===== config.mk =====
export PLATFORM = sky130hd
export DESIGN_NAME = decode_stage
export DESIGN_NICKNAME = d
export VERILOG_FILES = /design/src/rtl/decode_stage_pkg.sv /design/src/rtl/decode_stage_branch_compare.sv /design/src/rtl/en_rst_ff.sv /design/src/rtl/decode_stage.sv
export SDC_FILE = /design/constraint.sdc
export NUM_CORES = 1
export LEC_CHECK = 0
export ABC_AREA = 1
export ABC_CLOCK_PERIOD_IN_PS = 4200
export CAP_MARGIN = 0
export CORE_UTILIZATION = 45
export DETAILED_ROUTE_END_ITERATION = 16
export PLACE_DENSITY = 0.84
export SYNTH_ARGS = -nofsm -noshare
export SYNTH_HDL_FRONTEND = slang
export SYNTH_HIERARCHICAL = 1
export SYNTH_SLANG_ARGS = --single-unit

===== constraint.sdc =====
create_clock -name clk -period 4.2 [get_ports clk]
set_input_delay 0.63 -clock clk [delete_from_list [all_inputs] [get_ports clk]]
set_output_delay 0.63 -clock clk [all_outputs]
set_load 0.01 [all_outputs]

===== src/rtl/decode_stage_pkg.sv =====
// -----------------------------------------------------------------------------
// decode_stage_pkg
// Shared MIPS defines: opcode / funct / REGIMM-rt constants used by the decode
// stage and its branch comparator, plus a small helper telling which source
// registers a conditional branch reads.
// -----------------------------------------------------------------------------
package decode_stage_pkg;

    // Primary opcodes (instr[31:26])
    localparam logic [5:0] OP_SPECIAL = 6'd0;
    localparam logic [5:0] OP_REGIMM  = 6'd1;
    localparam logic [5:0] OP_J       = 6'd2;
    localparam logic [5:0] OP_JAL     = 6'd3;
    localparam logic [5:0] OP_BEQ     = 6'd4;
    localparam logic [5:0] OP_BNE     = 6'd5;
    localparam logic [5:0] OP_BLEZ    = 6'd6;
    localparam logic [5:0] OP_BGTZ    = 6'd7;

    // SPECIAL funct codes (instr[5:0])
    localparam logic [5:0] FN_JR      = 6'd8;
    localparam logic [5:0] FN_JALR    = 6'd9;

    // REGIMM sub-opcodes carried in the rt field
    localparam logic [4:0] RT_BLTZ    = 5'd0;
    localparam logic [4:0] RT_BGEZ    = 5'd1;

    // Only the two-register compares read rt; every other branch reads rs only.
    function automatic logic branch_reads_rt(input logic [5:0] opcode);
        return (opcode == OP_BEQ) || (opcode == OP_BNE);
    endfunction

endpackage


===== src/rtl/decode_stage_branch_compare.sv =====
// -----------------------------------------------------------------------------
// branch_compare
// Classifies the ID instruction as a conditional branch and evaluates its
// condition from the register-file read data.
// Ports:
//   opcode_i    - instr[31:26]
//   rt_i        - instr[20:16] (selects BLTZ/BGEZ under REGIMM)
//   rs_data_i   - rs read data
//   rt_data_i   - rt read data
//   is_branch_o - instruction is a conditional branch
//   taken_o     - branch condition holds (meaningful when is_branch_o=1)
// -----------------------------------------------------------------------------
module branch_compare
    import decode_stage_pkg::*;
(
    input  logic [5:0]  opcode_i,
    input  logic [4:0]  rt_i,
    input  logic [31:0] rs_data_i,
    input  logic [31:0] rt_data_i,
    output logic        is_branch_o,
    output logic        taken_o
);

    logic rs_neg;
    logic rs_zero;
    logic rs_eq_rt;

    assign rs_neg   = rs_data_i[31];
    assign rs_zero  = (rs_data_i == 32'd0);
    assign rs_eq_rt = (rs_data_i == rt_data_i);

    // NOTE: both outputs get a default before the case so no path through the
    // block leaves them unassigned (which would infer a latch).
    always_comb begin
        is_branch_o = 1'b1;
        taken_o     = 1'b0;
        case (opcode_i)
            OP_BEQ:  taken_o = rs_eq_rt;
            OP_BNE:  taken_o = !rs_eq_rt;
            OP_BLEZ: taken_o = rs_neg || rs_zero;
            OP_BGTZ: taken_o = !rs_neg && !rs_zero;
            OP_REGIMM: begin
                if (rt_i == RT_BLTZ) begin
                    taken_o = rs_neg;
                end else if (rt_i == RT_BGEZ) begin
                    taken_o = !rs_neg;
                end else begin
                    is_branch_o = 1'b0;
                end
            end
            default: is_branch_o = 1'b0;
        endcase
    end

endmodule


===== src/rtl/en_rst_ff.sv =====
// -----------------------------------------------------------------------------
// en_rst_ff
// Generic pipeline register cell: synchronous active-high clear, load enable.
// Ports:
//   clk  - clock, rising edge
//   rst  - synchronous clear to zero, wins over en_i
//   en_i - load enable
//   d_i  - next value
//   q_o  - registered value
// -----------------------------------------------------------------------------
module en_rst_ff #(
    parameter int WIDTH = 1
) (
    input  logic             clk,
    input  logic             rst,
    input  logic             en_i,
    input  logic [WIDTH-1:0] d_i,
    output logic [WIDTH-1:0] q_o
);

    // NOTE: state is updated with non-blocking assignments so every flop
    // samples the pre-edge value of its neighbours.
    always_ff @(posedge clk) begin
        if (rst) begin
            q_o <= '0;
        end else if (en_i) begin
            q_o <= d_i;
        end
    end

endmodule


===== src/rtl/decode_stage.sv =====
// -----------------------------------------------------------------------------
// decode_stage
// MIPS ID stage: IF/ID and ID/EX pipeline registers, load-use and
// branch-operand hazard detection, branch/jump redirect decode with a
// delay slot, trap flush and a saturating stall-cycle counter.
// Ports:
//   clk, rst                  - clock, synchronous active-high reset
//   pc_if, instr_if           - fetch-stage PC and instruction
//   rs_data, rt_data          - register-file data for rs_addr / rt_addr
//   ex_mem_read, ex_rt        - EX holds a load writing ex_rt
//   ex_reg_write, ex_dst      - EX writes ex_dst
//   trap                      - flush ID and EX, forces fetch_en
//   fetch_en                  - PC and IF/ID enable
//   jump_branch/target/reg    - redirect selects to fetch
//   jr_pc                     - register jump target
//   pc_id, target_id          - ID PC and instr[25:0]
//   rs_addr, rt_addr          - ID source register numbers
//   valid_ex, pc_ex, instr_ex - ID/EX register
//   stall_count               - saturating count of stall cycles
// -----------------------------------------------------------------------------
module decode_stage
    import decode_stage_pkg::*;
#(
    parameter int STALL_CNT_W = 16
) (
    input  logic                   clk,
    input  logic                   rst,
    input  logic [31:0]            pc_if,
    input  logic [31:0]            instr_if,
    input  logic [31:0]            rs_data,
    input  logic [31:0]            rt_data,
    input  logic                   ex_mem_read,
    input  logic [4:0]             ex_rt,
    input  logic                   ex_reg_write,
    input  logic [4:0]             ex_dst,
    input  logic                   trap,
    output logic                   fetch_en,
    output logic                   jump_branch,
    output logic                   jump_target,
    output logic                   jump_reg,
    output logic [31:0]            jr_pc,
    output logic [31:0]            pc_id,
    output logic [25:0]            target_id,
    output logic [4:0]             rs_addr,
    output logic [4:0]             rt_addr,
    output logic                   valid_ex,
    output logic [31:0]            pc_ex,
    output logic [31:0]            instr_ex,
    output logic [STALL_CNT_W-1:0] stall_count
);

    // Pipeline state
    logic [31:0]            pc_id_q,  instr_id_q;
    logic                   valid_id_q;
    logic [31:0]            pc_ex_q,  instr_ex_q;
    logic                   valid_ex_q;
    logic [STALL_CNT_W-1:0] stall_count_q;

    logic                   valid_id_d;
    logic [31:0]            instr_ex_d;
    logic                   valid_ex_d;
    logic [STALL_CNT_W-1:0] stall_count_d;
    logic                   stall_count_en;

    // ID decode
    logic [5:0] opcode, funct;
    logic [4:0] rs_a,   rt_a;
    logic       is_branch, br_taken, is_jr, is_jump;
    logic       reads_rs, reads_rt;
    logic       load_use_stall, branch_stall, stall, redirect_ok;

    assign opcode = instr_id_q[31:26];
    assign rs_a   = instr_id_q[25:21];
    assign rt_a   = instr_id_q[20:16];
    assign funct  = instr_id_q[5:0];

    branch_compare u_branch_compare (
        .opcode_i    (opcode),
        .rt_i        (rt_a),
        .rs_data_i   (rs_data),
        .rt_data_i   (rt_data),
        .is_branch_o (is_branch),
        .taken_o     (br_taken)
    );

    assign is_jr   = (opcode == OP_SPECIAL) && ((funct == FN_JR) || (funct == FN_JALR));
    assign is_jump = (opcode == OP_J) || (opcode == OP_JAL);

    // Operands a redirect resolves in ID; they cannot be forwarded from EX.
    assign reads_rs = is_branch || is_jr;
    assign reads_rt = is_branch && branch_reads_rt(opcode);

    assign load_use_stall = valid_id_q && ex_mem_read && (ex_rt != 5'd0) &&
                            ((ex_rt == rs_a) || (ex_rt == rt_a));

    assign branch_stall   = valid_id_q && ex_reg_write && (ex_dst != 5'd0) &&
                            ((reads_rs && (ex_dst == rs_a)) ||
                             (reads_rt && (ex_dst == rt_a)));

    assign stall       = load_use_stall || branch_stall;
    assign redirect_ok = valid_id_q && !stall && !trap;

    // Trap keeps fetch running so the handler address can be loaded.
    assign fetch_en    = trap || !stall;

    // Opcode classes are disjoint, so at most one redirect fires.
    assign jump_branch = redirect_ok && is_branch && br_taken;
    assign jump_target = redirect_ok && is_jump;
    assign jump_reg    = redirect_ok && is_jr;
    assign jr_pc       = rs_data;

    // IF/ID: a redirect does not flush it (delay slot); trap loads an
    // invalid slot.
    assign valid_id_d = !trap;

    en_rst_ff #(.WIDTH(65)) u_if_id (
        .clk  (clk),
        .rst  (rst),
        .en_i (fetch_en),
        .d_i  ({pc_if, instr_if, valid_id_d}),
        .q_o  ({pc_id_q, instr_id_q, valid_id_q})
    );

    // ID/EX: loads every cycle; a stall or trap inserts a bubble.
    assign instr_ex_d = stall ? 32'd0 : instr_id_q;
    assign valid_ex_d = valid_id_q && !stall && !trap;

    en_rst_ff #(.WIDTH(65)) u_id_ex (
        .clk  (clk),
        .rst  (rst),
        .en_i (1'b1),
        .d_i  ({pc_id_q, instr_ex_d, valid_ex_d}),
        .q_o  ({pc_ex_q, instr_ex_q, valid_ex_q})
    );

    // Stall counter: holds once all-ones; trap cycles are not counted.
    assign stall_count_d  = stall_count_q + STALL_CNT_W'(1);
    assign stall_count_en = stall && !trap && !(&stall_count_q);

    en_rst_ff #(.WIDTH(STALL_CNT_W)) u_stall_cnt (
        .clk  (clk),
        .rst  (rst),
        .en_i (stall_count_en),
        .d_i  (stall_count_d),
        .q_o  (stall_count_q)
    );

    assign pc_id       = pc_id_q;
    assign target_id   = instr_id_q[25:0];
    assign rs_addr     = rs_a;
    assign rt_addr     = rt_a;
    assign valid_ex    = valid_ex_q;
    assign pc_ex       = pc_ex_q;
    assign instr_ex    = instr_ex_q;
    assign stall_count = stall_count_q;

endmodule


# Word-level counts from Yosys, hierarchy flattened
# Index checks and enable logic that the tools add are counted.
[word_totals]
regBits = 146
input_bits = 143
out_inout_bits = 185
word_cells = 68
[classes]
n_addsub = 1
eq_ne = 15
mux = 6
reduce_logical = 42
[ops]
columns = ["op", "count"]
rows = [
  ["== test 32 bit", 1],
  ["zero test 32 bit", 1],
  ["== test 6 x 3 -> 1 bit, second input constant", 4],
  ["== test 5 bit", 4],
  ["logical AND 1 bit", 19],
  ["adder 16 x 1 -> 16 bit, second input constant", 1],
  ["AND reduction 16 bit", 1],
  ["== test 6 x 2 -> 1 bit, second input constant", 2],
  ["== test 6 x 4 -> 1 bit, second input constant", 2],
  ["nonzero test 5 bit", 2],
  ["logical OR 1 bit", 9],
  ["== test 6 x 1 -> 1 bit, second input constant", 1],
  ["zero test 1 bit", 6],
  ["zero test 6 bit", 1],
  ["== test 5 x 1 -> 1 bit, second input constant", 1],
  ["zero test 5 bit", 1],
  ["one-hot mux 1 bit (5 select lines)", 1],
  ["2-to-1 mux 1 bit", 4],
  ["OR reduction 4 bit", 1],
  ["one-hot mux 1 bit (2 select lines)", 1],
  ["OR reduction 2 bit", 1],
]

# Logic depth before layout (Yosys ltp)
# Gate-level depths: netlist (run 1).
[depth]
word_depth = 14
mapped_depth = 17
ltp_nobuf = 16

# By module
# Netlist (run 1), hierarchy kept.
[modules_own_cells]
columns = ["module", "instances", "cells_per_inst", "area_each_um2", "seq_area_each_um2"]
rows = [
  ["en_rst_ff at u_id_ex ...", 2, 412, 2643.8, 1301.2],
  ["decode_stage", 1, 242, 1307.5, 0.0],
  ["en_rst_ff at u_stall_cnt", 1, 101, 670.6, 320.3],
  ["branch_compare", 1, 120, 653.1, 0.0],
]

# Worst setup path before layout (run 1)
# No wires, ideal clock.
[synth_timing]
kind = "flip-flop to flip-flop"
from = "register u_if_id.q_o[32]"
to = "register u_stall_cnt.q_o[4]"
setup_ps = 114
arrival_time_ps = 2219
required_time_ps = 4086
path_slack_ps = 1867
path_stages_with_launch = 17
path_buffers = 1
period_less_slack_ps = 2333
path_cell_list = "dfxtp_1 > or2_4 > nor3_2 > nand2_1 > o21ai_0 > nand3_1 > nor2_1 > nand3_1 > nand2_1 > nand2_1 > nand2_4 > nand2_1 > nor2_1 > buf_6 > nand2_1 > nand2_1 > nor2_2"
[synth_via]
elab_chain_len = 10
word_cells_on_any_way = 19
classes_between = "5 x eq/ne; 1 x mux; 13 x reduce/logical"
[synth_rtl]
columns = ["item", "line_no", "text"]
rows = [
  ["start: declaration", "en_rst_ff.sv:18", "output logic [WIDTH-1:0] q_o"],
  ["start signal: assignment", "en_rst_ff.sv:27", "q_o <= d_i;"],
  ["== test 6 x 3 -> 1 bit", "decode_stage_branch_compare.sv:37", "case (opcode_i)"],
  ["OR reduction 4 bit (no line)", "-", ""],
  ["one-hot mux 1 bit (2 select lines) (*)", "decode_stage_branch_compare.sv:37", ""],
  ["via is_branch", "decode_stage.sv:68", "logic is_branch, br_taken, is_jr, is_jump;"],
  ["logical OR 1 bit / logical AND 1 bit (equally long branches)", "decode_stage.sv:90, decode_stage.sv:91", ""],
  ["logical AND 1 bit (on tied branches)", "decode_stage.sv:97, decode_stage.sv:98", ""],
  ["logical OR 1 bit (*)", "decode_stage.sv:97", "((reads_rs && (ex_dst == rs_a)) ||"],
  ["logical AND 1 bit (*)", "decode_stage.sv:96", "assign branch_stall = valid_id_q && ex_reg_write && (ex_dst != 5'd0) &&"],
  ["logical OR 1 bit (*)", "decode_stage.sv:100", "assign stall = load_use_stall || branch_stall;"],
  ["logical AND 1 bit (*) (2 in a row)", "decode_stage.sv:138", "assign stall_count_en = stall && !trap && !(&stall_count_q);"],
  ["via stall_count_en", "decode_stage.sv:63", "logic stall_count_en;"],
  ["end signal: assignment", "en_rst_ff.sv:27", ""],
  ["end: declaration", "en_rst_ff.sv:18", ""],
]
# Mark *: on every way through the listed nets, which the timed path passes. The rest lies on a longest branch.
# A chain may end at the register's enable or synchronous reset.

# Worst setup path after layout (run 1)
[layout_timing]
from = "register u_if_id.q_o[21]"
to = "output fetch_en"
[layout_via]
elab_chain_len = 11
word_cells_on_any_way = 18
classes_between = "3 x eq/ne; 3 x mux; 12 x reduce/logical"
[layout_rtl]
columns = ["item", "line_no", "text"]
rows = [
  ["== test 5 x 1 -> 1 bit", "decode_stage_branch_compare.sv:45", "end else if (rt_i == RT_BGEZ) begin"],
  ["2-to-1 mux 1 bit", "decode_stage_branch_compare.sv:45", ""],
  ["2-to-1 mux 1 bit (*)", "decode_stage_branch_compare.sv:43", "if (rt_i == RT_BLTZ) begin"],
  ["one-hot mux 1 bit (2 select lines) (*)", "decode_stage_branch_compare.sv:37", ""],
  ["via is_branch", "decode_stage.sv:68", ""],
  ["logical OR 1 bit / logical AND 1 bit (equally long branches)", "decode_stage.sv:90, decode_stage.sv:91", ""],
  ["logical AND 1 bit (on tied branches)", "decode_stage.sv:97, decode_stage.sv:98", ""],
  ["logical OR 1 bit (*)", "decode_stage.sv:97", ""],
  ["logical AND 1 bit (*)", "decode_stage.sv:96", ""],
  ["logical OR 1 bit (*)", "decode_stage.sv:100", ""],
  ["zero test 1 bit (*)", "decode_stage.sv:104", "assign fetch_en = trap || !stall;"],
  ["logical OR 1 bit (*)", "decode_stage.sv:104", ""],
  ["end: declaration", "decode_stage.sv:37", "output logic fetch_en,"],
]
# Marked as above.

==> results of run 1 <==
-- worst reg2reg max path: stages (launching register included) --
cell and delay (ns):
dfxtp_1 0.40, nor4_1 0.52, nand2_1 0.08, o21ai_0 0.16, nand3_1 0.12, nor2_1 0.16
nand3_1 0.09, nand2_1 0.07, nand2_1 0.09, nand2_4 0.32, nand2_4 0.09, buf_4 0.30
nor2_1 0.16, buf_4 0.31, nand2_1 0.11, nand2_1 0.08, nor2_2 0.04
-- worst max-delay path by stage --
| stage | startpoint | end | slack [ns] | cells past startpoint |
|---|---|---|---|---|
| after floorplan | u_if_id/q_o[32] | u_stall_cnt/q_o[4] | 1.87 | 16 |
| after global placement | rs_data[10] | jump_branch | 0.91 | 13 |
| after detailed placement | ex_dst[3] | fetch_en | 0.86 | 13 |
| after CTS | u_if_id/q_o[21] | fetch_en | 0.54 | 11 |
| after global routing | u_if_id/q_o[21] | fetch_en | 0.29 | 11 |
| final | u_if_id/q_o[21] | fetch_en | 0.54 | 11 |
-- per-stage QoR --
step / setup slack, ns / util (%) / cell area (um^2)
floorplan: 1.87 / - / 7930
global placement: 0.907 / 63.2 / 10900
detailed placement: 0.861 / 63.2 / 10900
CTS: 0.539 / 66.4 / 11400
global route: 0.292 / 66.4 / 11400
finish: 0.538 / 66.4 / 11400
-- cell usage in the layout (no fill, tap or decap), drive strengths merged --
cell type,synthesis,layout
inv,203,206
o21ai,2,2
ha,1,1
a21oi,2,2
clkinvlp,0,4
xor2,17,17
xnor2,42,42
conb,1,4
nand4,5,5
nand2,369,369
clkbuf,2,18
clkdlybuf4s50,0,327
dfxtp,146,146
nor2,380,380
buf,89,5
nor3,5,5
or2,2,2
nand3b,2,2
nor4,3,3
bufinv,0,1
clkinv,0,4
nand3,16,16
-- synthesized netlist by cell type (3+ instances only) --
cell type,instances,area share (%)
nor2_1,374,18
nand2_1,367,17
inv_1,202,9.6
dfxtp_1,146,37
buf_4,55,5.2
xnor2_1,42,4.6
buf_2,28,1.8
xor2_1,17,1.9
nand3_1,14,0.88
buf_6,6,0.85
nand4_1,5,0.40
nor2_2,5,0.40
nor3_1,3,0.19
nor4_1,3,0.24
-- per-layer routing --
layer  global-route usage, %  vias up
met2                    41.2      260
met3                    5.33       32
met5                       0        -
met4                    8.11        0
met1                    31.6     3555
li1                        -     4173
-- kinds of logic (layout without fill, tap and decap cells) --
kind of cell / count (synthesis) / after routing / share of synthesized area, %
flip-flops: 146 / 146 / 36.9
buffers and inverters: 294 / 565 / 17.6
other: 1 / 4 / 0.0474
adder cells (fa/ha/maj): 1 / 1 / 0.158
AO/OA/AOI/OAI: 4 / 4 / 0.300
XOR/XNOR: 59 / 59 / 6.53
AND/OR/NAND/NOR: 782 / 782 / 38.5
-- registers in the layout, summed over array words and instances (netlist names) --
signal           count
u_id_ex/q_o         65
u_stall_cnt/q_o     16
u_if_id/q_o         65
-- power by group through the flow --
stage / Sequential, mW / Combinational, mW / Clock [mW]
4_1_cts: 1.52 / 0.683 / 1.44
3_5_place_dp: 1.55 / 0.679 / 0
2_1_floorplan: 1.58 / 0.301 / 0
6_report: 1.52 / 0.689 / 1.40
3_3_place_gp: 1.55 / 0.667 / 0
5_1_grt: 1.53 / 0.756 / 1.50
-- area by class of cell --
cell class / count / area share, %
clock inverters: 12 / 0.962
multi-input cells: 850 / 31.7
well taps: 225 / 2.46
inverters: 203 / 6.66
clock buffers: 18 / 3.75
repair buffers: 332 / 28.9
flip-flops and latches: 146 / 25.5
==> results.sh, run 1 <==
export IMPL_grt_pass1_wl_um=35500
export IMPL_p_per_area_nw_per_um2=316
export IMPL_clkSinkCount=146
export IMPL_reg2reg_setup_slack_ns=1.02
export IMPL_drtAntennaViolNets=0
export IMPL_period_needed_ns=3.66
export IMPL_crit_type="reg2out"
export IMPL_wl_met2_um=10800
export IMPL_switching_share_pct=26.7
export IMPL_status="complete, no violations"
export IMPL_grt_max_degree=101
export IMPL_relSlewSlack_pct=19.4
export IMPL_cts_hold_buf=0
export IMPL_yosysSeqAreaShare_pct=36.9
export IMPL_leakage_nw=5.52
export IMPL_cp_max_fo=33
export IMPL_multi_input_area_um2=3620
export IMPL_routed_via_density=4.49
export IMPL_worstPathCellList="nor4_1 > nand2_1 > o21ai_0 > nand3_1 > nor2_1 > nand3_1 > nand2_1 > nand2_1 > nand2_4 > nand2_4 > clkdlybuf4s50_1"
export IMPL_slowest_stage="clkdlybuf4s50_1"
export IMPL_cpPeakStageDelay_ns=0.52
export IMPL_final_instance_count_excl_fill=1786
export IMPL_tightest_slew_ns=1.21
export IMPL_nFillCells=1520
export IMPL_irDropWorstVdd_mv=0.282
export IMPL_crit_path_end_kind="output pin"
export IMPL_antennaDiodeCount=0
export IMPL_hold_class="reg2reg"
export IMPL_cp_top_family="simple AND/OR/NAND/NOR gates"
export IMPL_initialDrtViolationCount=353
export IMPL_cp_common_cell="nand2_1"
export IMPL_core_um2=17200
export IMPL_max_freq_mhz=273
export IMPL_die_area_um2=18100
export IMPL_route_detailed_drc=0
export IMPL_hold_start="u_if_id/q_o[12]"
export IMPL_hpwl_um=16500
export IMPL_synth_edf_count=0
export IMPL_synth_main_ff_cell="dfxtp_1"
export IMPL_intPower_mw=2.65
export IMPL_cp_num_buf_inv=1
export IMPL_synthToLayoutAreaGrowth_pct=44.5
export IMPL_r2r_cells=16
export IMPL_fin_skew_ns=0.0212
export IMPL_arrival_ns=3.03
export IMPL_synth_seq_cells=146
export IMPL_hold_violations=0
export IMPL_grt_overflow=0
export IMPL_met3_length_um=1420
export IMPL_rsz0062_at_grt="no"
export IMPL_drv_cap=0
export IMPL_switchingPower_mw=0.966
export IMPL_grt_pass1_vias=7259
export IMPL_cts_tree="done"
export IMPL_clock_latency_ns=0.42
export IMPL_top_layer_used="met4"
export IMPL_power_share_clock_pct=38.8
export IMPL_drive_gt1_share_pct=3.40
export IMPL_cts_made_buffers=17
export IMPL_tns_ns=0
export IMPL_finalPower_mw=3.62
export IMPL_pwr_share_seq_pct=42.1
export IMPL_htree_levels=4
export IMPL_drt_wl_total_um=22700
export IMPL_cp_required_ns=3.57
export IMPL_dr_pass1_iters=5
export IMPL_dp_cells=1756
export IMPL_initial_core_util_pct=45.9
export IMPL_routedLengthMet1_um=10100
export IMPL_setup_viol_count_final=0
export IMPL_seq_area_um2=2920
export IMPL_avgSynthCellArea_um2=6.15
export IMPL_cts_clk_slew_worst_paths_ns=0.06
export IMPL_port_buffers=327
export IMPL_groute_usage_overall_pct=24.7
export IMPL_num_rows=48
export IMPL_fp_dieW_um=135
export IMPL_holdPathEnd="u_if_id/q_o[12]"
export IMPL_clockBufferDepth=2
export IMPL_cts_setup_buffers=0
export IMPL_ctsResizeCount=0
export IMPL_ys_warn_count=6
export IMPL_holdWs_ns=0.482
export IMPL_drv_slew=0
export IMPL_io_pins=328
export IMPL_cts_root_buffer="clkbuf_16"
export IMPL_finalCritPeriodShare_pct=87.2
export IMPL_cp_start_kind="register"
export IMPL_vias=8020
export IMPL_reg2reg_from="u_if_id/q_o[21]"
export IMPL_ys_types=28
export IMPL_finalNetCount=1694
export IMPL_gp_routability_congestion=0.899
export IMPL_synthArstFlopShare_pct=0
export IMPL_syn_inst=1287
export IMPL_hold_depth=2
export IMPL_reg2reg_to="u_stall_cnt/q_o[4]"
export IMPL_combPwrFrac_pct=19.0
export IMPL_chipHeight_um=135
export IMPL_antenna_found_initial=0
export IMPL_syn_area_um2=7920
export IMPL_post_drt_wl_per_cell_um=12.7
No activity file was read; power rests on OpenSTA's default activity.
==> run 2, diff against run 1 <==
Settings changed: MAX_ROUTING_LAYER from default to met4.
==> results.sh, run 2 (same netlist as run 1, synthesis figures left out) <==
export IMPL_rsz0062_at_grt="no"
export IMPL_antennaDiodeCount=0
export IMPL_seq_area_um2=2920
export IMPL_route_detailed_drc=0
export IMPL_drv_slew=0
export IMPL_power_share_clock_pct=38.8
export IMPL_initialDrtViolationCount=363
export IMPL_cts_setup_buffers=0
export IMPL_finalPower_mw=3.62
export IMPL_die_area_um2=18100
export IMPL_dr_pass1_iters=5
export IMPL_drtAntennaViolNets=0
export IMPL_grt_pass1_vias=7272
export IMPL_final_core_util_pct=66.4
export IMPL_grt_max_degree=101
export IMPL_r2r_cells=16
export IMPL_arrival_ns=3.04
export IMPL_tightest_slew_ns=1.22
export IMPL_intPower_mw=2.65
export IMPL_final_common_cell="nor2_1"
export IMPL_gp_routability_congestion=0.915
export IMPL_crit_path_end_kind="output pin"
export IMPL_grt_overflow=0
export IMPL_drive_gt1_share_pct=3.40
export IMPL_switching_share_pct=26.7
export IMPL_nFillCells=1520
export IMPL_cp_required_ns=3.57
export IMPL_initial_core_util_pct=45.9
export IMPL_clockBufferDepth=2
export IMPL_cts_hold_buf=0
export IMPL_crit_type="reg2out"
export IMPL_use_met3_pct=4.92
export IMPL_hpwl_um=16500
export IMPL_groute_usage_overall_pct=25.4
export IMPL_cts_made_buffers=17
export IMPL_switchingPower_mw=0.966
export IMPL_grt_util_met1_pct=31.7
export IMPL_io_pins=328
export IMPL_htree_levels=4
export IMPL_clkSinkCount=146
export IMPL_p_per_area_nw_per_um2=316
export IMPL_status="complete, no violations"
export IMPL_core_um2=17200
export IMPL_cts_tree="done"
export IMPL_routed_via_density=4.48
export IMPL_met2_usage_pct=41.3
export IMPL_post_drt_wl_per_cell_um=12.7
export IMPL_pwr_share_seq_pct=42.1
export IMPL_max_freq_mhz=272
export IMPL_hold_violations=0
export IMPL_reg2reg_setup_slack_ns=1.02
export IMPL_vias=8004
export IMPL_relSlewSlack_pct=18.8
export IMPL_drv_cap=0
export IMPL_cp_max_fo=33
export IMPL_period_needed_ns=3.67
export IMPL_final_cell_mix="374 x nor2_1, 366 x nand2_1, 327 x clkdlybuf4s50_1, 200 x inv_1, 146 x dfxtp_1"
export IMPL_cts_clk_slew_worst_paths_ns=0.06
export IMPL_irDropWorstVdd_mv=0.283
export IMPL_hold_depth=2
export IMPL_grt_busiest_layer="met2"
export IMPL_grt_pass1_wl_um=35500
export IMPL_hold_class="reg2reg"
export IMPL_tns_ns=0
export IMPL_top_regs="u_id_ex/q_o (65), u_if_id/q_o (65), u_stall_cnt/q_o (16)"
export IMPL_multi_input_area_um2=3620
export IMPL_num_rows=48
export IMPL_drt_wl_total_um=22600
export IMPL_cp_start_kind="register"
export IMPL_fp_dieW_um=135
export IMPL_finalNetCount=1694
export IMPL_port_buffers=327
export IMPL_ctsResizeCount=0
export IMPL_antenna_found_initial=0
export IMPL_leakage_nw=5.52
export IMPL_synthToLayoutAreaGrowth_pct=44.5
export IMPL_setup_viol_count_final=0
export IMPL_finalCritPeriodShare_pct=87.5
export IMPL_cts_root_buffer="clkbuf_16"
export IMPL_clock_latency_ns=0.42
export IMPL_fin_skew_ns=0.0217
export IMPL_combPwrFrac_pct=19.1
export IMPL_chipHeight_um=135
[run 2: cell counts in the layout (fill, tap and decap cells not counted)]
Identical to the previous run, type by type.
[run 2: path summary, 6_finish.rpt]
path / startpoint / end
min: u_if_id/q_o[47] / u_if_id/q_o[47]
max reg2reg: u_if_id/q_o[21] / u_stall_cnt/q_o[4]
min reg2reg: u_if_id/q_o[47] / u_if_id/q_o[47]
max: u_if_id/q_o[21] / fetch_en
[run 2: cell type report]
class	count	area share (%)
multi-input cells	850	31.7
repair buffers	332	28.9
flip-flops and latches	146	25.5
inverters	203	6.66
clock buffers	18	3.75
well taps	225	2.46
clock inverters	12	0.962
[run 2: worst max-delay path: stages (launching register included)]
cell and delay [ns]:
dfxtp_1 0.40, nor4_1 0.53, nand2_1 0.09, o21ai_0 0.17
nand3_1 0.12, nor2_1 0.16, nand3_1 0.09, nand2_1 0.07
nand2_1 0.09, nand2_4 0.32, nand2_4 0.09, clkdlybuf4s50_1 0.52
[run 2: metrics by stage]
step           worst slack, ns  hold WS [ns]  area [um^2]  instances
3_3_place_gp             0.907         0.471        10900       1756
3_5_place_dp             0.861         0.475        10900       1756
6_report                 0.525         0.483        11400       1786
2_1_floorplan             1.87         0.472         7930       1290
4_1_cts                  0.539         0.484        11400       1786
5_1_grt                  0.293         0.502        11400       1786
[run 2: power groups by stage]
stage	Clock (mW)	Sequential (mW)	Combinational, mW
finish	1.40	1.52	0.689
global route	1.50	1.53	0.756
CTS	1.44	1.52	0.683
detailed placement	0	1.55	0.679
global placement	0	1.55	0.667
floorplan	0	1.58	0.301
[run 2: metal layers]
| layer | vias to the layer above | wire (um) |
|---|---|---|
| li1 | 4169 | - |
| met1 | 3532 | 9910 |
| met2 | 271 | 10800 |
| met3 | 32 | 1530 |
| met4 | 0 | 393 |
| met5 | - | 0 |
==> run 3, diff against run 2 <==
Settings changed: PLACE_DENSITY 0.84 to 0.94.
==> results.sh, run 3 (same netlist as run 1, synthesis figures left out) <==
export IMPL_p_per_area_nw_per_um2=318
export IMPL_gp_routability_congestion=0.993
export IMPL_drt_wl_total_um=24400
export IMPL_finalCritPeriodShare_pct=88.7
export IMPL_initial_core_util_pct=45.9
export IMPL_placed_cell_area_um2=10900
export IMPL_max_freq_mhz=268
export IMPL_cts_clk_slew_worst_paths_ns=0.06
export IMPL_synthToLayoutAreaGrowth_pct=44.6
export IMPL_dp_cells=1755
export IMPL_routed_via_density=4.56
export IMPL_clock_latency_ns=0.41
export IMPL_clockBufferDepth=2
export IMPL_ctsResizeCount=0
export IMPL_io_pins=328
export IMPL_cp_max_fo=33
export IMPL_intPower_mw=2.69
export IMPL_nFillCells=1451
export IMPL_vias=8150
export IMPL_dr_pass1_iters=5
export IMPL_top_regs="u_id_ex/q_o (65), u_if_id/q_o (65), u_stall_cnt/q_o (16)"
export IMPL_irDropWorstVdd_mv=0.282
export IMPL_grt_max_degree=101
export IMPL_finalPower_mw=3.64
export IMPL_rsz0062_at_grt="no"
export IMPL_antennaDiodeCount=0
export IMPL_crit_path_end_kind="output pin"
export IMPL_post_drt_wl_per_cell_um=13.7
export IMPL_crit_type="reg2out"
export IMPL_switching_share_pct=26.3
export IMPL_drtAntennaViolNets=0
export IMPL_final_instance_count_excl_fill=1786
export IMPL_leakage_nw=5.54
export IMPL_arrival_ns=3.09
export IMPL_clkSinkCount=146
export IMPL_hpwl_um=18000
export IMPL_met3_length_um=1700
export IMPL_routedLengthMet1_um=10300
export IMPL_final_common_cell="nor2_1"
export IMPL_switchingPower_mw=0.958
export IMPL_cts_root_buffer="clkbuf_16"
export IMPL_tightest_slew_ns=1.24
export IMPL_cts_made_buffers=17
export IMPL_pwr_share_seq_pct=41.9
export IMPL_cp_required_ns=3.57
export IMPL_groute_usage_overall_pct=27.3
export IMPL_port_buffers=327
export IMPL_setup_viol_count_final=0
export IMPL_cts_setup_buffers=0
export IMPL_num_rows=48
export IMPL_antenna_found_initial=0
export IMPL_power_share_clock_pct=39.0
export IMPL_combPwrFrac_pct=19.1
export IMPL_fp_dieW_um=135
export IMPL_status="complete, no violations"
export IMPL_die_area_um2=18100
export IMPL_top_layer_used="met4"
export IMPL_htree_levels=4
export IMPL_cts_tree="done"
export IMPL_drv_slew=0
export IMPL_fin_skew_ns=0.00751
export IMPL_hold_violations=0
export IMPL_grt_overflow=0
export IMPL_wl_met2_um=11800
export IMPL_grt_pass1_wl_um=37500
export IMPL_relSlewSlack_pct=17.3
export IMPL_final_cell_mix="374 x nor2_1, 366 x nand2_1, 327 x clkdlybuf4s50_1, 200 x inv_1, 146 x dfxtp_1"
export IMPL_drive_gt1_share_pct=3.46
export IMPL_route_detailed_drc=0
export IMPL_tns_ns=0
export IMPL_finalNetCount=1693
export IMPL_grt_pass1_vias=7590
export IMPL_core_um2=17200
export IMPL_hold_class="reg2reg"
export IMPL_initialDrtViolationCount=437
export IMPL_period_needed_ns=3.72
export IMPL_cp_start_kind="register"
export IMPL_cts_hold_buf=0
export IMPL_final_cell_area_um2=11500
export IMPL_drv_cap=0
export IMPL_chipHeight_um=135
run 3: power by group through the flow:
stage               combinational, mW  clock, mW  sequential [mW]
floorplan                       0.301          0             1.58
global placement                0.669          0             1.55
CTS                             0.688       1.45             1.53
finish                          0.697       1.42             1.53
detailed placement              0.683          0             1.56
global route                    0.758       1.51             1.54
run 3: worst max-delay path, cell delays in order, from the launching register on:
cell	delay, ns
dfxtp_1	0.34
or2_4	0.29
inv_2	0.06
nand2_1	0.08
o21ai_0	0.32
nand3_1	0.12
nor2_1	0.24
nand3_1	0.11
nand2_1	0.09
nand2_1	0.09
nand2_4	0.33
nand2_4	0.12
clkdlybuf4s50_1	0.50
run 3: path summary, 6_finish.rpt:
kind                                      start              end  slack, ns  depth (start not counted)
worst max-delay path            u_if_id/q_o[32]         fetch_en       0.48                         12
worst min-delay path             u_if_id/q_o[1]   u_if_id/q_o[1]       0.48                          2
worst max register to register  u_if_id/q_o[32]  u_if_id/q_o[56]       1.15                         15
worst min register to register   u_if_id/q_o[1]   u_if_id/q_o[1]       0.48                          2
run 3: metal layers:
layer	vias up	GRT usage, %
li1	4161	-
met1	3672	32.4
met2	272	44.6
met3	45	7.21
met4	0	9.61
met5	-	-
run 3: area by class of cell:
| class | count | area, um^2 | share of cell area (%) |
|---|---|---|---|
| timing repair buffer | 331 | 3300 | 28.8 |
| sequential | 146 | 2920 | 25.5 |
| multi-input combinational | 850 | 3620 | 31.6 |
| inverter | 203 | 762 | 6.65 |
| tap | 225 | 282 | 2.46 |
| clock inverter | 8 | 51.3 | 0.448 |
| clock buffer | 23 | 508 | 4.44 |
run 3: per-stage QoR:
stage / util (%) / hold slack, ns / setup WS, ns
after floorplan: - / 0.472 / 1.87
after global placement: 63.2 / 0.471 / 0.784
after detailed placement: 63.2 / 0.477 / 0.783
after CTS: 66.4 / 0.485 / 0.548
after global routing: 66.4 / 0.514 / 0.280
final: 66.4 / 0.481 / 0.475
